===== src/rtl/ita_scroll_text_if.sv =====
// Bus bundle for ita_scroll_text (writes, window control, scan readout).
// scroll_dir exists only when ITA_SCROLL_DIR_EN is defined.
interface ita_scroll_text_if;
  logic        wr_en;
  logic [4:0]  wr_addr;
  logic [5:0]  wr_data;
  logic [5:0]  msg_len;
  logic        scroll_en;
  logic [3:0]  digit_idx;
  logic [13:0] segm;
  logic        wrap;
`ifdef ITA_SCROLL_DIR_EN
  logic        scroll_dir;

  modport master (
    output wr_en, wr_addr, wr_data,
    output msg_len, scroll_en,
    output digit_idx, scroll_dir,
    input  segm, wrap
  );

  modport slave (
    input  wr_en, wr_addr, wr_data,
    input  msg_len, scroll_en,
    input  digit_idx, scroll_dir,
    output segm, wrap
  );
`else
  modport master (
    output wr_en, wr_addr, wr_data,
    output msg_len, scroll_en,
    output digit_idx,
    input  segm, wrap
  );

  modport slave (
    input  wr_en, wr_addr, wr_data,
    input  msg_len, scroll_en,
    input  digit_idx,
    output segm, wrap
  );
`endif
endinterface


===== src/rtl/ita_scroll_text.sv =====
// Scrolling message source for the 12-digit 14-segment display mux.
// Define ITA_SCROLL_DIR_EN to add reverse scrolling via scroll_dir.
module ita_scroll_text #(
  parameter int MSG_DEPTH = 32,
  parameter int DIGITS    = 12,
  parameter int TICK_DIV  = 1000000
) (
  input logic              clk,
  input logic              rst_n,
  ita_scroll_text_if.slave bus
);

  localparam int AW =
    (MSG_DEPTH > 1) ? $clog2(MSG_DEPTH) : 1;
  localparam int TW = $clog2(TICK_DIV);
  localparam logic [6:0] DEPTH7 = 7'(MSG_DEPTH);
  localparam logic [6:0] DIG7   = 7'(DIGITS);
  localparam logic [TW-1:0] TLAST =
    TW'(TICK_DIV - 1);

  logic [5:0]    mem [MSG_DEPTH];
  logic [TW-1:0] tick_cnt;
  logic [6:0]    offset;
  logic [13:0]   segm_q;
  logic          wrap_q;

  logic [6:0]    len;
  logic [6:0]    per;
  logic [6:0]    p_raw;
  logic [6:0]    p;
  logic [5:0]    ch;
  logic          tick;
  logic          len_zero;
  logic          blank;
  logic          rev;
  logic [6:0]    off_nxt;
  logic          wrap_nxt;
  logic [13:0]   seg_nxt;

`ifdef ITA_SCROLL_DIR_EN
  assign rev = bus.scroll_dir;
`else
  assign rev = 1'b0;
`endif

  function automatic logic [13:0] enc(
    input logic [5:0] c
  );
    logic [13:0] s;
    unique case (c)
      6'd1:  s = 14'b11101111000000;
      6'd2:  s = 14'b11110001010010;
      6'd3:  s = 14'b10011100000000;
      6'd4:  s = 14'b11110000010010;
      6'd5:  s = 14'b10011110000000;
      6'd6:  s = 14'b10001110000000;
      6'd7:  s = 14'b10111101000000;
      6'd8:  s = 14'b01101111000000;
      6'd9:  s = 14'b10010000010010;
      6'd10: s = 14'b01111000000000;
      6'd11: s = 14'b00001110001100;
      6'd12: s = 14'b00011100000000;
      6'd13: s = 14'b01101100101000;
      6'd14: s = 14'b01101100100100;
      6'd15: s = 14'b11111100000000;
      6'd16: s = 14'b11001111000000;
      6'd17: s = 14'b11111100000100;
      6'd18: s = 14'b11001111000100;
      6'd19: s = 14'b10110111000000;
      6'd20: s = 14'b10000000010010;
      6'd21: s = 14'b01111100000000;
      6'd22: s = 14'b00001100001001;
      6'd23: s = 14'b01101100000101;
      6'd24: s = 14'b00000000101101;
      6'd25: s = 14'b00000000101010;
      6'd26: s = 14'b10010000001001;
      6'd27: s = 14'b11111100001001;
      6'd28: s = 14'b01100000001000;
      6'd29: s = 14'b11011011000000;
      6'd30: s = 14'b11110001000000;
      6'd31: s = 14'b01100111000000;
      6'd32: s = 14'b10110111000000;
      6'd33: s = 14'b10111111000000;
      6'd34: s = 14'b11100000000000;
      6'd35: s = 14'b11111111000000;
      6'd36: s = 14'b11110111000000;
      default: s = 14'b0;
    endcase
    return s;
  endfunction

  always_comb begin
    len = {1'b0, bus.msg_len};
    if (len > DEPTH7) len = DEPTH7;
    per      = len + DIG7;
    len_zero = (len == 7'd0);
    tick     = bus.scroll_en &&
               (tick_cnt == TLAST);
  end

  // Window position in the virtual message
  // (buffer chars, then DIGITS blanks).
  always_comb begin
    p_raw = offset + {3'b0, bus.digit_idx};
    p     = p_raw;
    if (p_raw >= per) p = p_raw - per;
    ch    = mem[p[AW-1:0]];
    blank = ({3'b0, bus.digit_idx} >= DIG7) ||
            len_zero || (p >= len);
    seg_nxt = blank ? 14'b0 : enc(ch);
  end

  // A shrunken message resets the window
  // silently, ahead of any tick.
  always_comb begin
    off_nxt  = offset;
    wrap_nxt = 1'b0;
    if (len_zero || offset >= per) begin
      off_nxt = 7'd0;
    end else if (tick) begin
      if (rev) begin
        wrap_nxt = (offset == 7'd0);
        off_nxt  = (offset == 7'd0) ?
                   per - 7'd1 : offset - 7'd1;
      end else begin
        wrap_nxt = (offset == per - 7'd1);
        off_nxt  = (offset == per - 7'd1) ?
                   7'd0 : offset + 7'd1;
      end
    end
  end

  always_ff @(posedge clk or negedge rst_n) begin
    if (!rst_n) begin
      for (int i = 0; i < MSG_DEPTH; i++)
        mem[i] <= '0;
    end else if (bus.wr_en &&
      ({1'b0, bus.wr_addr} < 6'(MSG_DEPTH))) begin
      mem[bus.wr_addr[AW-1:0]] <= bus.wr_data;
    end
  end

  always_ff @(posedge clk or negedge rst_n) begin
    if (!rst_n) begin
      tick_cnt <= '0;
    end else if (bus.scroll_en) begin
      tick_cnt <= tick ? '0 : tick_cnt + 1'b1;
    end
  end

  always_ff @(posedge clk or negedge rst_n) begin
    if (!rst_n) begin
      offset <= '0;
      wrap_q <= 1'b0;
      segm_q <= '0;
    end else begin
      offset <= off_nxt;
      wrap_q <= wrap_nxt;
      segm_q <= seg_nxt;
    end
  end

  assign bus.segm = segm_q;
  assign bus.wrap = wrap_q;

endmodule

===== src/flat_wrapper.sv =====
// flat-port wrapper written by rule: the top's interface ports become plain ports
module ita_scroll_text_flat 
#(
  parameter int MSG_DEPTH = 32,
  parameter int DIGITS    = 12,
  parameter int TICK_DIV  = 1000000
)
  (clk, rst_n, bus_wr_en, bus_wr_addr, bus_wr_data, bus_msg_len, bus_scroll_en, bus_digit_idx, bus_segm, bus_wrap);
  ita_scroll_text_if bus_i ();
  input logic clk;
  input logic rst_n;
  input wire logic [$bits(bus_i.wr_en)-1:0] bus_wr_en;
  input wire logic [$bits(bus_i.wr_addr)-1:0] bus_wr_addr;
  input wire logic [$bits(bus_i.wr_data)-1:0] bus_wr_data;
  input wire logic [$bits(bus_i.msg_len)-1:0] bus_msg_len;
  input wire logic [$bits(bus_i.scroll_en)-1:0] bus_scroll_en;
  input wire logic [$bits(bus_i.digit_idx)-1:0] bus_digit_idx;
  output wire logic [$bits(bus_i.segm)-1:0] bus_segm;
  output wire logic [$bits(bus_i.wrap)-1:0] bus_wrap;
  assign bus_i.wr_en = bus_wr_en;
  assign bus_i.wr_addr = bus_wr_addr;
  assign bus_i.wr_data = bus_wr_data;
  assign bus_i.msg_len = bus_msg_len;
  assign bus_i.scroll_en = bus_scroll_en;
  assign bus_i.digit_idx = bus_digit_idx;
  assign bus_segm = bus_i.segm;
  assign bus_wrap = bus_i.wrap;
  ita_scroll_text #(.MSG_DEPTH(MSG_DEPTH), .DIGITS(DIGITS), .TICK_DIV(TICK_DIV)) u_core (.clk(clk), .rst_n(rst_n), .bus(bus_i));
endmodule

===== config.mk =====
export PLATFORM = sky130hd
export DESIGN_NAME = ita_scroll_text_flat
export DESIGN_NICKNAME = d
export VERILOG_FILES = /design/src/rtl/ita_scroll_text_if.sv /design/src/rtl/ita_scroll_text.sv /design/src/flat_wrapper.sv
export SDC_FILE = /design/constraint.sdc
export NUM_CORES = 1
export LEC_CHECK = 0
export ABC_AREA = 1
export CAP_MARGIN = 10
export CORE_UTILIZATION = 50
export CTS_BUF_LIST = sky130_fd_sc_hd__clkbuf_4 sky130_fd_sc_hd__clkbuf_8 sky130_fd_sc_hd__clkbuf_16
export DETAILED_ROUTE_END_ITERATION = 6
export PLACE_DENSITY_LB_ADDON = 0.1
export SYNTH_ARGS = -nofsm -noshare
export SYNTH_HDL_FRONTEND = slang
export SYNTH_SLANG_ARGS = --single-unit

===== constraint.sdc =====
create_clock -name clk -period 4.7 [get_ports clk]
set_input_delay 1.175 -clock clk [delete_from_list [all_inputs] [get_ports clk]]
set_output_delay 1.175 -clock clk [all_outputs]
set_load 0.01 [all_outputs]

### Yosys cells after proc, flatten, opt, wreduce, memory -nomap -nowiden

Memories as Yosys holds them, arrays and structs flattened.
Index checks and enable logic that the tools add are counted.

| operators by class | value |
|---|---|
| muxes and demuxes | 15 |
| magnitude comparators | 8 |
| reductions and logical operators | 7 |
| add/sub/neg operators | 6 |
| bitwise operators | 2 |
| equal/unequal tests | 2 |

Operators by type and width:

| kind | count |
|---|---|
| bitwise mux 192 bit | 1 |
| binary-select mux 6 bit (select 5 bit) | 1 |
| demux 6 bit (select 5 bit) | 1 |
| 2-to-1 mux 7 bit | 4 |
| 2-to-1 mux 6 bit | 4 |
| adder 20 x 1 -> 20 bit (second input constant) | 1 |
| == test 20 bit (second input constant) | 1 |
| 2-to-1 mux 20 bit | 1 |
| greater-or-equal comparator 7 bit | 2 |
| 2-to-1 mux 14 bit | 1 |
| greater-or-equal comparator 6 bit (second input constant) | 2 |
| inverter 5 -> 6 bit | 2 |
| adder 6 x 4 -> 7 bit (second input constant) | 1 |
| adder 7 x 1 -> 7 bit (second input constant) | 1 |
| adder 7 x 4 -> 7 bit | 1 |
| == test 7 bit | 1 |
| greater-or-equal comparator 7 x 6 -> 1 bit | 1 |
| logical NOT 7 bit | 1 |
| subtractor 7 x 1 -> 7 bit (second input constant) | 1 |
| subtractor 7 bit | 1 |
| greater-than comparator 6 bit (second input constant) | 1 |
| < comparator 6 x 1 -> 1 bit (second input constant) | 1 |
| greater-or-equal comparator 4 bit (second input constant) | 1 |
| logical OR 1 bit | 3 |
| other kinds (3) | 5 |

| storage, ports and cells | value |
|---|---|
| word-level logic and storage cells | 77 |
| ROM bits | 896 |
| output and inout bits | 15 |
| memories | 1 |
| bits in registers | 234 |

Memories:

| memory | words | width | rd ports | clocked after Yosys merged registers in | wr ports | line | RTL |
|---|---|---|---|---|---|---|---|
| (no name shown) | 64 | 14 | 1 | 0 | 0 | ita_scroll_text.sv:50 | `unique case (c)` |

### Logic depth before layout (Yosys ltp)

Gate-level depths: netlist of the first run.
An unclocked memory read counts as a cell.

| logic depth | value |
|---|---|
| depth after elaboration | 11 |
| gate-level depth with buffers | 38 |

### Worst setup path after synthesis of the first run

OpenSTA, ideal clock, no wires.

| path | value |
|---|---|
| path type | input to register |
| from | input bus_digit_idx[0] |
| to | register u_core.segm_q[13], in the netlist u_core.bus.segm[13] |
| arrival time | 5.337 ns |
| library setup time | 0.113 ns |
| cell stages on the path | 34 |
| buffers on the path | 3 |
| path slack | -0.749 ns |
| cell sequence | ha_1 inv_1 fa_1 o21ai_0 nand3_1 xor2_1 ha_1 inv_1 nor4_1 nand3_1 nand2_1 inv_2 nand2_4 buf_8 nand2_2 o21ai_2 buf_6 buf_4 nand3_1 nand3_1 nand3_1 nand2_1 nand2_1 nand2_2 inv_1 ha_1 inv_1 nand3_1 nand2_1 nand2_1 nand2_1 nand3_1 nand2_1 inv_1 |

| between the ends | value |
|---|---|
| cells in the longest elaborated chain, start to end | 9 |
| elaborated cells between the ends (all ways) | 14 |
| classes of those cells | add/sub (2); order compare (3); mux (5); bitwise (1); reduce/logical (2); memory (1) |

RTL lines:

| what | line | RTL |
|---|---|---|
| start, declared | flat_wrapper.sv:17 | `input wire logic [$bits(bus_i.digit_idx)-1:0] bus_digit_idx;` |
| adder 7 x 4 -> 7 bit | ita_scroll_text.sv:104 | `p_raw = offset + {3'b0, bus.digit_idx};` |
| subtractor 7 bit / greater-or-equal comparator 7 bit (equally long branches) | ita_scroll_text.sv:106 | `if (p_raw >= per) p = p_raw - per;` |
| 2-to-1 mux 7 bit | ita_scroll_text.sv:106 |  |
| inverter 5 -> 6 bit (not written as such) | ita_scroll_text.sv:107 | `ch = mem[p[AW-1:0]];` |
| binary-select mux 6 bit (select 5 bit) | ita_scroll_text.sv:107 |  |
| 2-to-1 mux 6 bit (not written as such) (2 in a row) | ita_scroll_text.sv:107 |  |
| memory (64 x 14 bit) | n/a |  |
| 2-to-1 mux 14 bit * | ita_scroll_text.sv:110 | `seg_nxt = blank ? 14'b0 : enc(ch);` |
| net u_core.seg_nxt[13] | ita_scroll_text.sv:38 | `logic [13:0] seg_nxt;` |
| end signal, assigned | ita_scroll_text.sv:159 | `segm_q <= seg_nxt;` |
| end, declared | ita_scroll_text.sv:24 | `logic [13:0] segm_q;` |

The timed path passes the listed nets; every way through them passes the cells marked *. The select of a mux whose other input is x is not followed.
A chain may end at the register's enable or synchronous reset.

### Worst setup path in the final report of the first run

| path | value |
|---|---|
| from | input bus_digit_idx[2] |
| to | register u_core.segm_q[13], in the netlist u_core.bus.segm[13] |

Same word-level chain as after synthesis.

==> results of run 1 <==
-- state kept, by name, summed over array words and instances (netlist names) --
| signal | cells |
|---|---|
| u_core.bus.wrap | 1 |
| u_core.offset | 7 |
| u_core.tick_cnt | 20 |
| u_core.mem | 192 |
| u_core.bus.segm | 14 |
-- metal layers --
| layer | vias to the layer above | routed length [µm] | track usage (%) |
|---|---|---|---|
| li1 | 5904 | - | - |
| met1 | 5786 | 17300 | 38.8 |
| met2 | 371 | 18300 | 46.5 |
| met3 | 60 | 2140 | 3.43 |
| met4 | 0 | 873 | 6.31 |
| met5 | - | 0 | 0 |
-- cells in the mapped netlist (all sizes together) (2+ instances only) --
| cell | number |
|---|---|
| o21ai | 235 |
| xnor2 | 4 |
| nor4 | 7 |
| inv | 160 |
| buf | 43 |
| nor3 | 16 |
| nand2 | 550 |
| dfrtp | 234 |
| a21boi | 3 |
| ha | 35 |
| a31oi | 5 |
| fa | 2 |
| nand3 | 197 |
| o21a | 2 |
| xor2 | 19 |
| o211ai | 17 |
| nor2 | 55 |
| nand4 | 10 |
| o22ai | 5 |
| a21oi | 37 |
| clkbuf | 50 |
-- tightest hold or removal path, delay by kind of cell, from the launching register on --
kind             cells  cell delay (ns)
flip-flops           1             0.34
AND/OR/NAND/NOR      1             0.05
AO/OA/AOI/OAI        1             0.06
-- power groups by stage --
stage / Clock, mW / Sequential (mW) / Combinational [mW]
after CTS: 2.27 / 2.61 / 2.04
after floorplan: 0 / 2.62 / 1.21
after global placement: 0 / 2.63 / 1.91
after global routing: 2.35 / 2.66 / 2.61
final: 2.24 / 2.62 / 2.36
after detailed placement: 0 / 2.64 / 1.93
-- area by class of cell --
cell class / count / area [µm²]
fillers: 2064 / 8200
multi-input cells: 1213 / 6890
flip-flops and latches: 234 / 5860
repair buffers: 253 / 2450
clock buffers: 39 / 816
inverters: 160 / 623
well taps: 330 / 413
clock inverters: 8 / 146
-- per-stage QoR --
step                      power (mW)  setup WS [ns]  instance area [µm²]  instances  hold WS (ns)
final                           7.23         -0.156                17200       2237         0.483
after global routing            7.62         -0.413                17200       2237         0.503
after CTS                       6.92        -0.0163                16200       2197         0.486
after detailed placement        4.57          -1.15                14700       2124         0.470
after global placement          4.54          -1.08                14700       2124         0.462
after floorplan                 3.83         -0.312                13200       1697         0.448
-- worst paths after layout --
path                                   from  cells past startpoint                  end  slack [ns]
setup / recovery           bus_digit_idx[2]                     30  u_core.bus.segm[13]       -0.16
hold / removal              u_core.mem[116]                      2      u_core.mem[116]        0.48
setup reg to reg           u_core.offset[0]                     30  u_core.bus.segm[13]        0.13
hold reg to reg             u_core.mem[116]                      2      u_core.mem[116]        0.48
max in group asynchronous             rst_n                      2       u_core.mem[86]        3.07
min in group asynchronous             rst_n                      1  u_core.tick_cnt[10]        0.62
-- what timing repair did --
| action | CTS | global route |
|---|---|---|
| pin swaps | 33 | 38 |
| setup endpoints to repair | 14 | 14 |
| gates resized for setup | 75 | 128 |
| gates cloned | 2 | 11 |
| setup buffers | 24 | 30 |
-- cell families after synthesis --
group / share of synthesized area (%)
AOI/OAI and AO/OA: 13.0
xor gates and xnor gates: 1.54
adders and majority gates: 3.66
buffers and inverters: 9.05
DFF: 44.9
other: 0.0287
and+or+nand+nor: 27.8
==> run_results.csv, run 1 <==
group,metric,value,unit
outcome,run_status,"complete, but fails checks",
outcome,violations,"setup timing",
route,vias,12100,
worst_hold_path,hp-class,"reg -> reg",
grt,antenna_found_initial,0,
route,viasPerCell,5.42,
worst_setup_path,crit_path_start_kind,"input pin",
clock_network,cts_tree,"yes",
power,p_seq_share,36.2,%
power,vdd_ir_drop_max,0.000351,V
synthesis,synth_seq_cells,234,
route,first_pass_iters,5,
die,io_pins,40,
synthesis,synth_top_area_share,44.9,%
job,cap_violations,0,
clock_network,cts_max_path_buffers,3,
clock_network,clkLatencyLatePin,0.53,ns
grt,grt_usage,27.9,%
final_layout,layout_commonest_cell,"nand2_1",
synthesis,yosys.cell_types.count,44,
sta,finClkSkew,0.00708,ns
final_layout,diodes,0,
sta,fin_crit,4.86,ns
power,p_leak,8.40,nW
die,fp.dieH,164,µm
synthesis,async_flop_share,100,%
power,intPower,4.86,mW
sta,worst_slack,-0.156,ns
worst_setup_path,cp_max_fo,7,
synthesis,ys_warn_count,0,
power,p_switching,2.37,mW
sta,finalHoldViolCount,0,
sta,slew_headroom,29.9,%
sta,clock.fmax,206,MHz
final_layout,fin_nets,1950,
route,drc_errors,0,
clock_network,cts_buffers,26,
route,ant_nets,0,
power,pwr-share-clk,31.0,%
synthesis,avgSynthCellArea,7.69,µm²
worst_setup_path,cp.required,5.18,ns
synthesis,synth-edff-count,0,
sta,setup_viol,14,
worst_setup_path,slowest_delay,0.32,ns
route,drt_iter0_drc,1122,
final_layout,syn_to_final_growth,31.8,%
clock_network,clk_pin_slew,0.06,ns
sta,period_share,103,%
power,swShare,32.8,%
synthesis,netlist_instances,1696,
synthesis,yosys.area.top_type,"dfrtp_1",
grt,grt_start_max_net_pins,99,
placed_design,io_buffers,39,
sta,slew_viol_final,0,
die,row_count,58,
final_layout,fin_util,67.7,%
worst_setup_path,worst_path_max_delay_cell,"ha_4",
clock_network,clockRootBuffer,"clkbuf_16",
grt,grt_pass1_wl,59.6,mm
placed_design,place_congestion,0.886,
power,p_per_area,420,mW/mm²
placed_design,hpwl,24.6,mm
clock_network,cts_htree_levels,1,
grt,grt_pass1_vias,11500,
die,die_w,164,µm
synthesis,ys.flop_type,"dfrtp_1",
clock_network,clkSinkCount,234,
synthesis,synth.area.top_cells,"dfrtp_1 (45%), nand2_1 (15%), o21ai_0 (8.5%), nand3_1 (7.2%), inv_1 (4.4%)",
sta,tightest_slew,1.05,ns
clock_network,postCtsHoldBufs,0,
worst_setup_path,cpMostUsedCell,"buf_4",
worst_setup_path,cp.arrival,5.33,ns
route,wl_per_cell,17.2,µm
die,start_util,51.4,%
grt,grt-ovfl-total,0,
worst_setup_path,crit_type,"in -> reg",
power,p_comb_share,32.7,%
die,die_area,0.0268,mm²
worst_setup_path,cp_num_buf_inv,15,
die,core_area,0.0254,mm²
synthesis,seq_area_frac_synth,44.9,%
final_layout,drive_above_1_share,24.1,%
synthesis,synth_area,0.0131,mm²
sta,rsz0062_at_grt,"yes",
worst_setup_path,crit_family,"buffers and inverters",
sta,finalSetupTns,-1.82,ns
final_layout,final_cell_mix,"nand2_1 (499), dfrtp_1 (234), o21ai_0 (218)",
route,wl,38.5,mm
worst_setup_path,critPathCaptureType,"register",
No activity file was read; power rests on OpenSTA's default activity.
==> inputs of run 2 (changes only) <==
- CORE_MARGIN: default -> 3
==> run 2 against run 1 <==
Net effect:
- the run ends with DRC, setup timing left
- combinational power is essentially flat
- fmax increased by 0.97%
- clock power is 3% lower
- final area down 0.87%
- non-clock buffer count decreased by 2
- sequential power barely moved
- sequential share of layout area increased by 0.30 points
- flip-flop and latch count unchanged
- critical endpoint is now u_core.bus.segm[9]
- largest cell class unchanged
==> run_results.csv, run 2 (synthesized netlist as in run 1, its figures left out) <==
group,metric,value,unit
sta,worst_slack,-0.110,ns
placed_design,pre_cts_slack,-1.12,ns
sta,finalHoldWorstSlack,0.480,ns
worst_setup_path,cp.arrival,5.28,ns
sta,slew_headroom,26.4,%
final_layout,largest_register_ffs,192,
die,fp.dieH,168,µm
worst_setup_path,worst_path_max_delay_cell,"ha_1",
final_layout,fin_nets,1947,
route,first_pass_iters,7,
worst_setup_path,cp.required,5.17,ns
final_layout,n_fill_cell,2138,
worst_hold_path,worst_hold_startpoint,"u_core.mem[77]",
route,wl_met2,18.2,mm
worst_setup_path,r2r_cells,30,
worst_setup_path,rr_startpoint,"u_core.offset[0]",
grt,grt_start_max_net_pins,122,
worst_setup_path,rr_endpoint,"u_core.bus.segm[9]",
placed_design,place_area,0.0147,mm²
clock_network,cts_tree,"yes",
sta,fin_crit,4.81,ns
power,vdd_ir_drop_max,0.000423,V
final_layout,top_register,"u_core.mem",
route,drt_iter0_drc,1028,
final_layout,seq_area,0.00586,mm²
clock_network,clkSinkCount,234,
route,wl_per_cell,17.1,µm
worst_setup_path,critPathCaptureType,"register",
die,die_w,168,µm
power,p_leak,8.34,nW
final_layout,layout_commonest_cell,"nand2_1",
grt,grt_usage,26.6,%
placed_design,io_buffers,39,
final_layout,design_area,0.0170,mm²
power,p_per_area,420,mW/mm²
route,met3_wirelength,2.31,mm
route,ant_nets,0,
outcome,run_status,"complete, but fails checks",
die,io_pins,40,
sta,setup_viol,14,
sta,finClkSkew,0.00916,ns
clock_network,clockRootBuffer,"clkbuf_16",
grt,grt_pass1_wl,61.3,mm
final_layout,multiInputGateArea,0.00683,mm²
job,cap_violations,0,
worst_setup_path,regToRegSetupSlack,0.18,ns
sta,slew_viol_final,0,
grt,grt_pass1_vias,11900,
route,drt-met1-wl,16.6,mm
final_layout,final_cell_mix,"nand2_1 (500), dfrtp_1 (234), o21ai_0 (218)",
final_layout,drive_above_1_share,23.8,%
outcome,violations,"DRC, setup timing",
clock_network,clkLatencyLatePin,0.53,ns
clock_network,cts_buffers,27,
die,die_area,0.0281,mm²
die,start_util,51.4,%
worst_setup_path,crit_type,"in -> reg",
sta,finalHoldViolCount,0,
die,row_count,58,
worst_setup_path,cp_max_fo,5,
route,drc_errors,5,
sta,period_share,102,%
worst_hold_path,hold_end,"u_core.mem[77]",
worst_setup_path,crit_path_start_kind,"input pin",
worst_setup_path,slowest_delay,0.33,ns
final_layout,diodes,0,
route,top_layer,"met4",
final_layout,syn_to_final_growth,30.6,%
clock_network,clk_pin_slew,0.06,ns
sta,rsz0062_at_grt,"yes",
power,total_power,7.15,mW
placed_design,hpwl,24.6,mm
sta,tightest_slew,1.10,ns
worst_hold_path,worst_hold_path.num_cells,2,
placed_design,dp_cells,2130,
placed_design,place_congestion,0.910,
sta,clock.fmax,208,MHz
route,viasPerCell,5.49,
route,vias,12300,
clock_network,cts_htree_levels,1,
worst_setup_path,cpMostUsedCell,"nand2_1",
grt,antenna_found_initial,0,
clock_network,cts_max_path_buffers,3,
route,wl,38.3,mm
final_layout,fin_cells,2233,
die,core_area,0.0254,mm²
worst_hold_path,hp-class,"reg -> reg",
grt,grt-ovfl-total,0,
-- run 2: cell count changes in the layout (fill, tap and decap cells not counted), moves of 4 or more --
cell / previous run / this run
inv_1: 138 / 142
nand2_4: 21 / 13
o21ai_2: 5 / 9
nor2_1: 43 / 48
nand3_2: 53 / 57
buf_6: 10 / 16
nor2_2: 12 / 5
buf_4: 175 / 171
clkbuf_16: 36 / 29
nand2_2: 28 / 32
-- run 2: final cells by class --
cell class                 count  share of cell area (%)
clock inverter                 7                   0.558
tap                          330                    2.42
inverter                     160                    3.66
multi-input combinational   1211                    40.1
sequential                   234                    34.4
clock buffer                  40                    4.83
timing repair buffer         251                    14.1
-- run 2: critical path: cells and delay by family --
family | cells | cell delay, ns
buffers and inverters | 7 | 0.88
adder cells (fa/ha/maj) | 3 | 0.91
XOR/XNOR | 1 | 0.22
AO/OA/AOI/OAI | 4 | 0.49
AND/OR/NAND/NOR | 15 | 1.59
-- run 2: report_power, final --
group | switching [mW] | internal, mW
registers | 0.212 | 2.41
clock network | 0.849 | 1.32
logic | 1.32 | 1.04
-- run 2: per-layer routing --
layer,global-route usage (%),vias up
met5,0,-
met4,8.61,0
met2,44.0,433
met3,4.32,86
met1,35.9,5850
li1,-,5897
-- run 2: worst max path at each step --
stage / from / end / slack, ns / depth (start not counted)
floorplan: bus_digit_idx[0] / u_core.bus.segm[3] / -0.31 / 31
global placement: bus_digit_idx[0] / u_core.bus.segm[10] / -1.06 / 31
detailed placement: bus_digit_idx[0] / u_core.bus.segm[8] / -1.12 / 31
CTS: bus_digit_idx[0] / u_core.bus.segm[9] / 0.005 / 34
global route: bus_digit_idx[2] / u_core.bus.segm[9] / -0.27 / 31
finish: bus_digit_idx[2] / u_core.bus.segm[9] / -0.11 / 30
-- run 2: per-stage QoR --
step                setup TNS, ns  utilization [%]
floorplan                   -3.69                -
global placement           -14.32             58.0
detailed placement         -15.11             58.0
CTS                             0             64.7
global route                -3.28             67.1
finish                     -0.945             67.1
-- run 2: repair_timing --
action                     4_1_cts  5_1_grt
resized for setup               85      104
setup endpoints to repair       14       14
hold buffers                     0        0
cloned                           6        2
pin swaps                       33       51
buffers inserted                36       15
==> RTL change, RTL diff (settings of run 2) <==
`TICK_DIV` is set to 1000000 in 2 places; all go to 250000.
--- a/src/rtl/ita_scroll_text.sv
+++ b/src/rtl/ita_scroll_text.sv
@@ -3,7 +3,7 @@
 module ita_scroll_text #(
   parameter int MSG_DEPTH = 32,
   parameter int DIGITS    = 12,
-  parameter int TICK_DIV  = 1000000
+  parameter int TICK_DIV  = 250000
 ) (
   input logic              clk,
   input logic              rst_n,
--- a/src/flat_wrapper.sv
+++ b/src/flat_wrapper.sv
@@ -3,7 +3,7 @@
 #(
   parameter int MSG_DEPTH = 32,
   parameter int DIGITS    = 12,
-  parameter int TICK_DIV  = 1000000
+  parameter int TICK_DIV  = 250000
 )
   (clk, rst_n, bus_wr_en, bus_wr_addr, bus_wr_data, bus_msg_len, bus_scroll_en, bus_digit_idx, bus_segm, bus_wrap);
   ita_scroll_text_if bus_i ();
Behaviour: same outputs for any inputs over 4 cycles, from zero or initial values and one cycle with rst_n low; that may be too few to reach the edited logic, so the function may still have changed.
==> RTL change against run 2 <==
The run ends with setup timing left; sequential cell count decreased by 2; power increased by 3.1%; design area decreased by 1.0%; combinational power increased by 11%; routed wire length increased by 1.1%; synthesized cell count decreased by 0.47%; synthesized area decreased by 0.61%; worst setup slack improved by 0.0031 ns; global-route usage increased by 0.82 points; cell count decreased by 0.94%; fmax about the same; critical endpoint is now u_core.bus.segm[4]$_DFF_PN0_; largest cell class unchanged; highest routed layer unchanged.
==> RTL change: results (changes against run 2) <==
** STA
- Worst path setup slack after routing :: -0.106 ns (+0.00309 ns)
- Maximum clock skew at final layout :: 0.0165 ns (+0.00737 ns)
- Accumulated negative setup slack :: -0.832 ns (+0.113 ns)
- Final setup violating endpoints :: 14 (unchanged)

** GRT
- The met1 global-route usage was 0.381 (+0.0217).
- Pin count of the biggest net entering global routing :: 99 (-19%)
- Global-route wire length before repair :: 62700 um (+2.3%)

** Status
- Run status :: finished with violations
- Violations in the final reports :: setup timing

** Layout
- The number of clock-tree buffers in the layout was 36 (-10%).
- Area growth from synthesis to layout :: 30.1%
- Multi-input comb cells :: 1212 (+0.083%)
- The fraction of layout instances using a drive strength above 1 was 0.236 (-0.00159).
- Buffering overhead :: 0.139 (-0.00201)
- Multi-input combinational area share :: 0.404 (+0.00300)

** Min path
- WHS Endpoint :: u_core.mem[188]$_DFFE_PN0P_

** Logic synthesis
- Area contributors post-synth :: sky130_fd_sc_hd__dfrtp_1 45%, sky130_fd_sc_hd__nand2_1 15%, sky130_fd_sc_hd__o21ai_0 8.6%
- The number of synthesized register bits came to 232 (-0.85%).

** Route
- Met3 routed wirelength :: 2240 um (-3.0%)
- Total vias in the final route :: 12.2k (-0.61%)
- The via-per-instance ratio is 5.51 (+0.33%).

** Critical path
- The stage delay of the slowest cell on the critical path came to 0.40 ns (+0.07 ns).
- The critical path data arrival time is 5.29 ns (about the same).

** Place
- The sum of net half-perimeters after detailed placement came to 24900 um (+1.6%).

** Power
- The power density over the cells was 437 mW/mm^2 (+4.2%).
==> RTL change: changes by cell type in the layout (fill, tap and decap cells not counted), sizes merged, moves of 9 or more <==
cell and delta:
a21oi -12, nor3 +9, o21ai +14, nand2 -9
buf -9, inv -10
==> RTL change: timing repair <==
| action | 4_1_cts | 5_1_grt |
|---|---|---|
| endpoints found under the hold margin | 0 | 0 |
| pin swaps | 45 | 67 |
| resized for setup | 83 | 119 |
| buffers inserted | 15 | 22 |
| hold buffers | 0 | 0 |
| cloned | 8 | 1 |
| setup endpoints to repair | 14 | 14 |
==> RTL change: worst max path at each step <==
stage / endpoint / slack, ns / cells past startpoint
final: u_core.bus.segm[4]$_DFF_PN0_ / -0.11 / 29
after global routing: u_core.bus.segm[9]$_DFF_PN0_ / -0.28 / 33
after CTS: u_core.bus.segm[9]$_DFF_PN0_ / 0.004 / 33
after detailed placement: u_core.bus.segm[0]$_DFF_PN0_ / -1.16 / 29
after global placement: u_core.bus.segm[0]$_DFF_PN0_ / -1.11 / 29
after floorplan: u_core.bus.segm[11]$_DFF_PN0_ / -0.43 / 31
==> RTL change: cell families (layout without fill, tap and decap cells) <==
| kind of cell | Yosys count | after routing | share of synthesized area |
|---|---|---|---|
| compound gates | 318 | 318 | 0.134 |
| xor+xnor | 18 | 18 | 0.0122 |
| fa+ha+maj | 37 | 37 | 0.0369 |
| buf+inv | 247 | 438 | 0.0857 |
| flops | 232 | 232 | 0.448 |
| mux | 1 | 1 | 0.000772 |
| other cells | 1 | 2 | 0.000289 |
| simple gates | 834 | 836 | 0.282 |
==> RTL change: power breakdown <==
part / leakage (uW) / switching [uW] / internal (uW)
clock: 0.000460 / 873 / 1280
sequential: 0.00298 / 214 / 2380
combinational: 0.00474 / 1470 / 1160
total: 0.00818 / 2550 / 4820
